**config.mk**
```make
export PLATFORM = sky130hd
export DESIGN_NAME = eth_fcs_check
export DESIGN_NICKNAME = d
export VERILOG_FILES = /design/src/rtl/eth_fcs_check.sv
export SDC_FILE = /design/constraint.sdc
export NUM_CORES = 1
export LEC_CHECK = 0
export ABC_AREA = 1
export CORE_ASPECT_RATIO = 0.8
export CORE_MARGIN = 5
export CORE_UTILIZATION = 30
export CTS_BUF_LIST = sky130_fd_sc_hd__clkbuf_8
export CTS_CLUSTER_SIZE = 16
export DETAILED_ROUTE_END_ITERATION = 7
export REMOVE_ABC_BUFFERS = 1
export SLEW_MARGIN = 20
export SYNTH_ARGS = -nofsm -noshare
export SYNTH_HDL_FRONTEND = slang
export SYNTH_SLANG_ARGS = --single-unit
```
**constraint.sdc**
```tcl
create_clock -name clk -period 3.2 [get_ports clk]
set_clock_uncertainty 0.2 [all_clocks]
set_input_delay 0.64 -clock clk [delete_from_list [all_inputs] [get_ports clk]]
set_output_delay 0.64 -clock clk [all_outputs]
set_load 0.005 [all_outputs]
```
**src/rtl/eth_fcs_check.sv**
```systemverilog
// Ethernet FCS checker: strips the 4-byte FCS from an AXI-Stream byte frame,
// flags CRC/length errors on the last beat and keeps saturating frame statistics.
module eth_fcs_check #(
  parameter int MIN_FRAME_BYTES = 64,
  parameter int MAX_FRAME_BYTES = 1522
) (
  input  logic        clk,
  input  logic        aresetn,
  output logic        axis_i_tready,
  input  logic        axis_i_tvalid,
  input  logic        axis_i_tlast,
  input  logic [7:0]  axis_i_tdata,
  input  logic        axis_o_tready,
  output logic        axis_o_tvalid,
  output logic        axis_o_tlast,
  output logic [7:0]  axis_o_tdata,
  output logic        axis_o_tuser,
  output logic [15:0] stat_good,
  output logic [15:0] stat_bad_fcs,
  output logic [15:0] stat_bad_len,
  output logic [15:0] stat_dropped
);

  localparam logic [31:0] CRC_INIT    = 32'hFFFF_FFFF;
  localparam logic [31:0] CRC_RESIDUE = 32'hDEBB_20E3;
  localparam logic [15:0] MIN_LEN     = 16'(MIN_FRAME_BYTES);
  localparam logic [15:0] MAX_LEN     = 16'(MAX_FRAME_BYTES);

  function automatic logic [31:0] crc32_byte(input logic [31:0] crc, input logic [7:0] d);
    logic [31:0] c;
    c = crc ^ {24'h0, d};
    for (int i = 0; i < 8; i++) c = c[0] ? ((c >> 1) ^ 32'hEDB8_8320) : (c >> 1);
    return c;
  endfunction

  function automatic logic [15:0] sat_inc(input logic [15:0] x);
    return (x == 16'hFFFF) ? x : x + 16'd1;
  endfunction

  logic [3:0][7:0] dly_q, dly_d;
  logic [2:0]      fill_q, fill_d;
  logic [31:0]     crc_q, crc_d;
  logic [15:0]     cnt_q, cnt_d;
  logic            o_valid_q, o_valid_d, o_last_q, o_last_d, o_user_q, o_user_d;
  logic [7:0]      o_data_q, o_data_d;
  logic [15:0]     good_q, good_d, bad_fcs_q, bad_fcs_d, bad_len_q, bad_len_d, drop_q, drop_d;

  logic        in_hs, out_hs, buf_full, crc_bad, len_bad;
  logic [31:0] crc_next;
  logic [15:0] cnt_next;

  assign buf_full      = (fill_q == 3'd4);
  // Output beats only leave via the register, so input stalls only when it is full and blocked.
  assign axis_i_tready = aresetn & (~buf_full | ~o_valid_q | axis_o_tready);
  assign in_hs         = axis_i_tvalid & axis_i_tready;
  assign out_hs        = o_valid_q & axis_o_tready;
  assign crc_next      = crc32_byte(crc_q, axis_i_tdata);
  assign cnt_next      = sat_inc(cnt_q);
  assign crc_bad       = (crc_next != CRC_RESIDUE);
  assign len_bad       = (cnt_next < MIN_LEN) || (cnt_next > MAX_LEN);

  always_comb begin
    // NOTE: every always_comb target gets a default first so no path can infer a latch.
    dly_d     = dly_q;
    fill_d    = fill_q;
    crc_d     = crc_q;
    cnt_d     = cnt_q;
    o_valid_d = o_valid_q & ~out_hs;
    o_data_d  = o_data_q;
    o_last_d  = o_last_q;
    o_user_d  = o_user_q;
    good_d    = good_q;
    bad_fcs_d = bad_fcs_q;
    bad_len_d = bad_len_q;
    drop_d    = drop_q;

    if (in_hs) begin
      crc_d = crc_next;
      cnt_d = cnt_next;
      if (buf_full) begin
        o_valid_d = 1'b1;
        o_data_d  = dly_q[0];
        o_last_d  = axis_i_tlast;
        o_user_d  = axis_i_tlast & (crc_bad | len_bad);
        dly_d     = {axis_i_tdata, dly_q[3:1]};
      end else begin
        dly_d[fill_q[1:0]] = axis_i_tdata;
        fill_d             = fill_q + 3'd1;
      end

      if (axis_i_tlast) begin
        crc_d  = CRC_INIT;
        cnt_d  = '0;
        fill_d = '0;
        if (!buf_full)    drop_d    = sat_inc(drop_q);
        else if (crc_bad) bad_fcs_d = sat_inc(bad_fcs_q);
        else if (len_bad) bad_len_d = sat_inc(bad_len_q);
        else              good_d    = sat_inc(good_q);
      end
    end
  end

  // NOTE: state updates use non-blocking assignments so every flop samples pre-edge values.
  always_ff @(posedge clk or negedge aresetn) begin
    if (!aresetn) begin
      // NOTE: the 4-byte delay buffer is reset too; it is tiny and keeps tdata deterministic.
      dly_q     <= '0;
      fill_q    <= '0;
      crc_q     <= CRC_INIT;
      cnt_q     <= '0;
      o_valid_q <= 1'b0;
      o_data_q  <= '0;
      o_last_q  <= 1'b0;
      o_user_q  <= 1'b0;
      good_q    <= '0;
      bad_fcs_q <= '0;
      bad_len_q <= '0;
      drop_q    <= '0;
    end else begin
      dly_q     <= dly_d;
      fill_q    <= fill_d;
      crc_q     <= crc_d;
      cnt_q     <= cnt_d;
      o_valid_q <= o_valid_d;
      o_data_q  <= o_data_d;
      o_last_q  <= o_last_d;
      o_user_q  <= o_user_d;
      good_q    <= good_d;
      bad_fcs_q <= bad_fcs_d;
      bad_len_q <= bad_len_d;
      drop_q    <= drop_d;
    end
  end

  assign axis_o_tvalid = o_valid_q;
  assign axis_o_tdata  = o_data_q;
  assign axis_o_tlast  = o_last_q;
  assign axis_o_tuser  = o_user_q;
  assign stat_good     = good_q;
  assign stat_bad_fcs  = bad_fcs_q;
  assign stat_bad_len  = bad_len_q;
  assign stat_dropped  = drop_q;

endmodule

```
# Word level (Yosys, flattened, before mapping)
# Cells that the tools add are included.
# word_totals
regBits,158
out_inout_bits,76
input_bits,13
# op_classes
mux,19
add_sub_neg,6
bitwise_logic,26
n_reduce_logical,8
eq_ne,8
magnitude_cmp,4
# ops
cell,n
two-way mux 32 bit,10
NOT 13 -> 14 bit,8
adder 16 x 1 -> 16 bit (second input constant),5
equality test 16 bit (second input constant),5
bitwise mux 32 bit,1
two-way mux 16 bit,2
inequality test 32 bit (second input constant),1
bitwise XOR 32 x 8 -> 32 bit,1
demux 8 bit (select 2 bit),1
greater-than comparator 16 x 11 -> 1 bit (second input constant),1
less-than comparator 16 x 7 -> 1 bit (second input constant),1
AND reduction 6 bit,2
NOT 1 bit,9
two-way mux 8 bit,1
two-way mux 3 bit,2
AND 1 bit,5
AND reduction 5 bit,1
AND reduction 2 bit,2
AND reduction 4 bit,1
adder 3 x 1 -> 3 bit (second input constant),1
equality test 3 bit (second input constant),1
less-than comparator 2 x 3 -> 1 bit (second input constant),1
OR 1 bit,3
>= comparator 2 x 1 -> 1 bit (second input constant),1
4 further kinds,5

# Depth between registers and ports, before layout
# logic_depth
word_depth,20
depth_mapped,21
ltp_nobuf,20

# Worst setup path before layout
# OpenSTA, ideal clock, no wires.
# synth_path
path_kind,input -> register
start,input port axis_i_tdata[5]
end,register good_q[6] (netlist: stat_good[6])
t_arrival_ns,2.337
required_ns,2.883
path_buffers,1
setup_time_ns,0.117
setup_slack_ns,0.546
cell_stages,19
cell_sequence,inv_1 > nand2_1 > nand2_2 > nand2_1 > nand2_1 > nand2_1 > nand2_1 > nor2_1 > inv_1 > nand2_1 > nor2_1 > nand2_1 > nor2_1 > nand3_4 > nor2_4 > nand3_4 > buf_6 > nand2_1 > nand2_1
# synth_via
elab_chain_len,14
# synth_rtl
element,line_no,rtl
start: declaration,12,"input logic [7:0] axis_i_tdata,"
bitwise XOR 32 x 8 -> 32 bit *,31,"c = crc ^ {24'h0, d};"
two-way mux 32 bit * (6 in series),32,for (int i = 0; i < 8; i++) c = c[0] ? ((c >> 1) ^ 32'hEDB8_8320) : (c >> 1);
NOT 13 -> 14 bit (no source line),n/a,
two-way mux 32 bit *,32,
NOT 13 -> 14 bit (no source line),n/a,
two-way mux 32 bit *,32,
inequality test 32 bit *,59,assign crc_bad = (crc_next != CRC_RESIDUE);
NOT 1 bit (no source line) *,n/a,
AND reduction 6 bit (no source line) *,n/a,
end signal: assignment,128,good_q <= good_d;
end: declaration,46,"logic [15:0] good_q, good_d, bad_fcs_q, bad_fcs_d, bad_len_q, bad_len_d, drop_q, drop_d;"
# Mark *: on every way between the ends. The rest lies on a longest branch, timed or not.
# A chain may end at the register's enable or synchronous reset.

# Final worst setup path
# layout_path
start,input port axis_i_tdata[5]
end,register bad_fcs_q[1] (netlist: stat_bad_fcs[1])
# layout_via
elab_chain_len,13
# layout_rtl
element,line_no,rtl
bitwise XOR 32 x 8 -> 32 bit *,31,
two-way mux 32 bit * (6 in series),32,
NOT 13 -> 14 bit (no source line),n/a,
two-way mux 32 bit *,32,
NOT 13 -> 14 bit (no source line),n/a,
two-way mux 32 bit *,32,
inequality test 32 bit *,59,
AND reduction 5 bit (no source line) *,n/a,
end signal: assignment,129,bad_fcs_q <= bad_fcs_d;
end: declaration,46,
# Marks and branches as above.

==> results.py <==
metrics = {
    "run_status": {
        "status": "finished, final reports clean",
    },
    "timing": {
        "maxSlewHeadroom_pct": 36.9,
        "fmax_mhz": 329,
        "fin_crit_ps": 3040,
        "worst_slew_pin_slew_ps": 940,
        "rsz0062_at_grt": "false",
        "finalHoldViolCount": 0,
        "setup_viol": 0,
        "slew_violations": 0,
        "finalCritPeriodShare_pct": 95.0,
        "fin_ws_ps": 159,
    },
    "flow_run": {
        "drv_cap": 0,
    },
    "placement": {
        "place_area_mm2": 0.0123,
        "place_hpwl_mm": 22.5,
        "io_buffers": 88,
        "gp_congestion": 0.891,
        "dp_cells": 2008,
        "post-place-ws_ps": -402,
    },
    "floorplanning": {
        "fp.coreArea_mm2": 0.0327,
        "ios": 89,
        "start_util_pct": 30.6,
        "die_w_um": 214,
        "floorplan.rows": 59,
        "die_height_um": 173,
        "die_area_mm2": 0.0371,
    },
    "clocking": {
        "cts_root_buf": "clkbuf_8",
        "holdBufCountCts": 0,
        "clockBufferDepth": 2,
        "cts.sinks": 158,
        "cts_buffers": 17,
        "clkTransAtPathRegs_ps": 90,
        "worstSkewPairLatency_ps": 490,
        "cts_tree": "yes",
        "h-tree-depth": 4,
    },
    "power": {
        "leakagePower_nw": 6.38,
        "p_per_area_mw_per_mm2": 670,
        "ir_drop_uv": 356,
        "power.total_w": 0.00864,
    },
    "worst_setup_path": {
        "arrival_ps": 3210,
        "crit_path_end_kind": "register",
        "start_kind": "input port",
        "required_ps": 3370,
        "crit_path_max_fanout": 22,
        "critPathKind": "input port to register",
    },
    "synth": {
        "synth_area_leaders": "dfrtp_1 32%, nand2_1 18%, dfstp_2 8.4%",
        "synth_edf_count": 0,
        "synth_compound_area_share_pct": 8.90,
        "synth-simple-area-share_pct": 34.8,
        "synthMuxAreaShare_pct": 0.113,
        "synthCells": 1390,
        "ys_seq_area_share_pct": 39.9,
        "synth_top_cell_by_area": "dfrtp_1",
        "synth_cell_types": 45,
        "synth_top_area_share_pct": 31.5,
        "synth_area_mm2": 0.0100,
        "synth_common_cells": "478 x nand2_1, 171 x inv_1, 126 x dfrtp_1",
        "synth_seq_cells": 158,
        "synth-xor-area-share_pct": 6.38,
        "synth_top_family_by_area": "simple AND/OR/NAND/NOR gates",
        "async_reset_ff_share_pct": 100,
        "synth_fa_ha_area_share_pct": 1.25,
        "syn_area_per_cell_um2": 7.19,
        "yosysWarningCount": 0,
        "ys.flop_type": "dfrtp_1",
        "yosysMostFrequentCell": "nand2_1",
    },
    "route": {
        "num_vias": 9858,
        "antenna_left": 0,
        "wirelength_mm": 30.0,
        "drt_iter0_markers": 783,
        "wl_per_cell_um": 14.7,
        "drc": 0,
        "dr.pass1.iters": 5,
        "drt-vias-per-instance": 4.82,
    },
    "final_layout": {
        "utilization_pct": 39.4,
        "fin_nets": 1631,
        "diodes": 0,
        "nFillCells": 3384,
        "drive_gt1_share_pct": 17.0,
        "finalNonFillerCells": 2047,
        "stdcell_area_mm2": 0.0129,
        "synthToLayoutAreaGrowth_pct": 28.9,
    },
    "min_path": {
        "min_path_type": "input port to asynchronous set/reset pin",
    },
    "global_route": {
        "grt-ovfl-total": 0,
        "track_usage_pct": 15.9,
        "grt_pass1_vias": 9250,
        "grt_start_max_net_pins": 65,
        "antenna_found_initial": 0,
        "grt_pass1_wl_mm": 48.7,
    },
}
-- stage by stage --
| step | hold WS, ps | setup TNS, ps |
|---|---|---|
| 5_1_grt | 96.0 | 0 |
| 3_5_place_dp | 277 | -16690 |
| 4_1_cts | 68.7 | 0 |
| 2_1_floorplan | 144 | -67420 |
| 3_3_place_gp | 269 | -16300 |
| 6_report | 94.4 | 0 |
-- cell type report --
| cell class | instances | area (um^2) | share of cell area [%] |
|---|---|---|---|
| repair buffers | 231 | 2030 | 15.7 |
| multi-input cells | 1017 | 5220 | 40.5 |
| clock inverters | 12 | 168 | 1.30 |
| clock buffers | 19 | 262 | 2.03 |
| inverters | 183 | 689 | 5.35 |
| well taps | 427 | 534 | 4.14 |
| flip-flops and latches | 158 | 4000 | 31.0 |
-- power by group --
group / internal [W] / switching [W]
registers: 0.00261 / 0.000353
logic: 0.00182 / 0.00219
clock network: 0.000882 / 0.000787
-- logic make-up (layout without fill, tap and decap cells) --
group	count (synthesis)	count (layout)
and+or+nand+nor	786	788
buffers and inverters	217	445
DFF	158	158
AOI/OAI and AO/OA	146	146
xor gates and xnor gates	72	72
adders and majority gates	10	10
muxes	1	1
-- cells in the final DEF, fill, tap and decap left out, types with 8 or more instances in the layout --
master,netlist,routed
xnor2_1,11,11
dfstp_2,32,32
o21ai_1,12,11
nor3_1,23,23
inv_2,12,11
xor2_1,60,60
buf_4,2,138
dfrtp_1,126,125
nor2_1,85,84
a22oi_1,16,16
nand4_1,47,47
nor4_1,11,11
inv_1,171,173
nand2_2,21,22
ha_1,10,9
o21ai_0,62,62
nand3_1,91,90
o22ai_1,14,14
nand2_1,478,475
clkdlybuf4s50_1,0,80
nand2_4,6,8
clkbuf_8,0,19
o211ai_1,22,22
-- per-layer routing --
metal	wire length [um]	GRT usage, %
met4	365	3.73
met5	0	0
met3	1920	4.28
met1	14800	23.2
met2	12900	23.7
-- registers in the layout, indices dropped and copies added, names as in the netlist, 8 cells and up --
| name | cells |
|---|---|
| crc_q | 32 |
| dly_q | 32 |
| cnt_q | 16 |
| stat_bad_fcs | 16 |
| stat_bad_len | 16 |
| stat_dropped | 16 |
| stat_good | 16 |
| axis_o_tdata | 8 |
-- critical path: stages --
cell	delay, ps
clkdlybuf4s50_1	480
inv_1	130
nand2_1	90
nand2_4	130
nand2_1	80
nand2_1	120
nand2_1	60
nand2_1	150
nand3_1	90
nand2_1	130
inv_1	50
nor2_1	100
nand2_1	70
nor2_2	140
nand3_4	150
buf_4	190
nand2_4	50
inv_1	60
buf_12	150
nand2_1	50
o21ai_1	60
-- path summary, 6_finish.rpt --
| kind | to | from | cells after the start | slack [ps] |
|---|---|---|---|---|
| worst max-delay path | stat_bad_fcs[1] | axis_i_tdata[5] | 21 | 160 |
| worst min-delay path | fill_q[0] | aresetn | 2 | 90 |
| worst max register to register | stat_bad_fcs[1] | crc_q[3] | 21 | 250 |
| worst min register to register | axis_o_tdata[3] | axis_o_tdata[3] | 2 | 290 |
| max in group asynchronous | cnt_q[0] | aresetn | 3 | 1470 |
| min in group clk | axis_o_tdata[3] | axis_o_tdata[3] | 2 | 290 |
-- what timing repair did --
action	CTS	global route
buffers inserted	0	6
endpoints found under the setup margin	0	37
endpoints found under the hold margin	0	0
resized for setup	0	22
No activity file was read; power rests on OpenSTA's default activity.
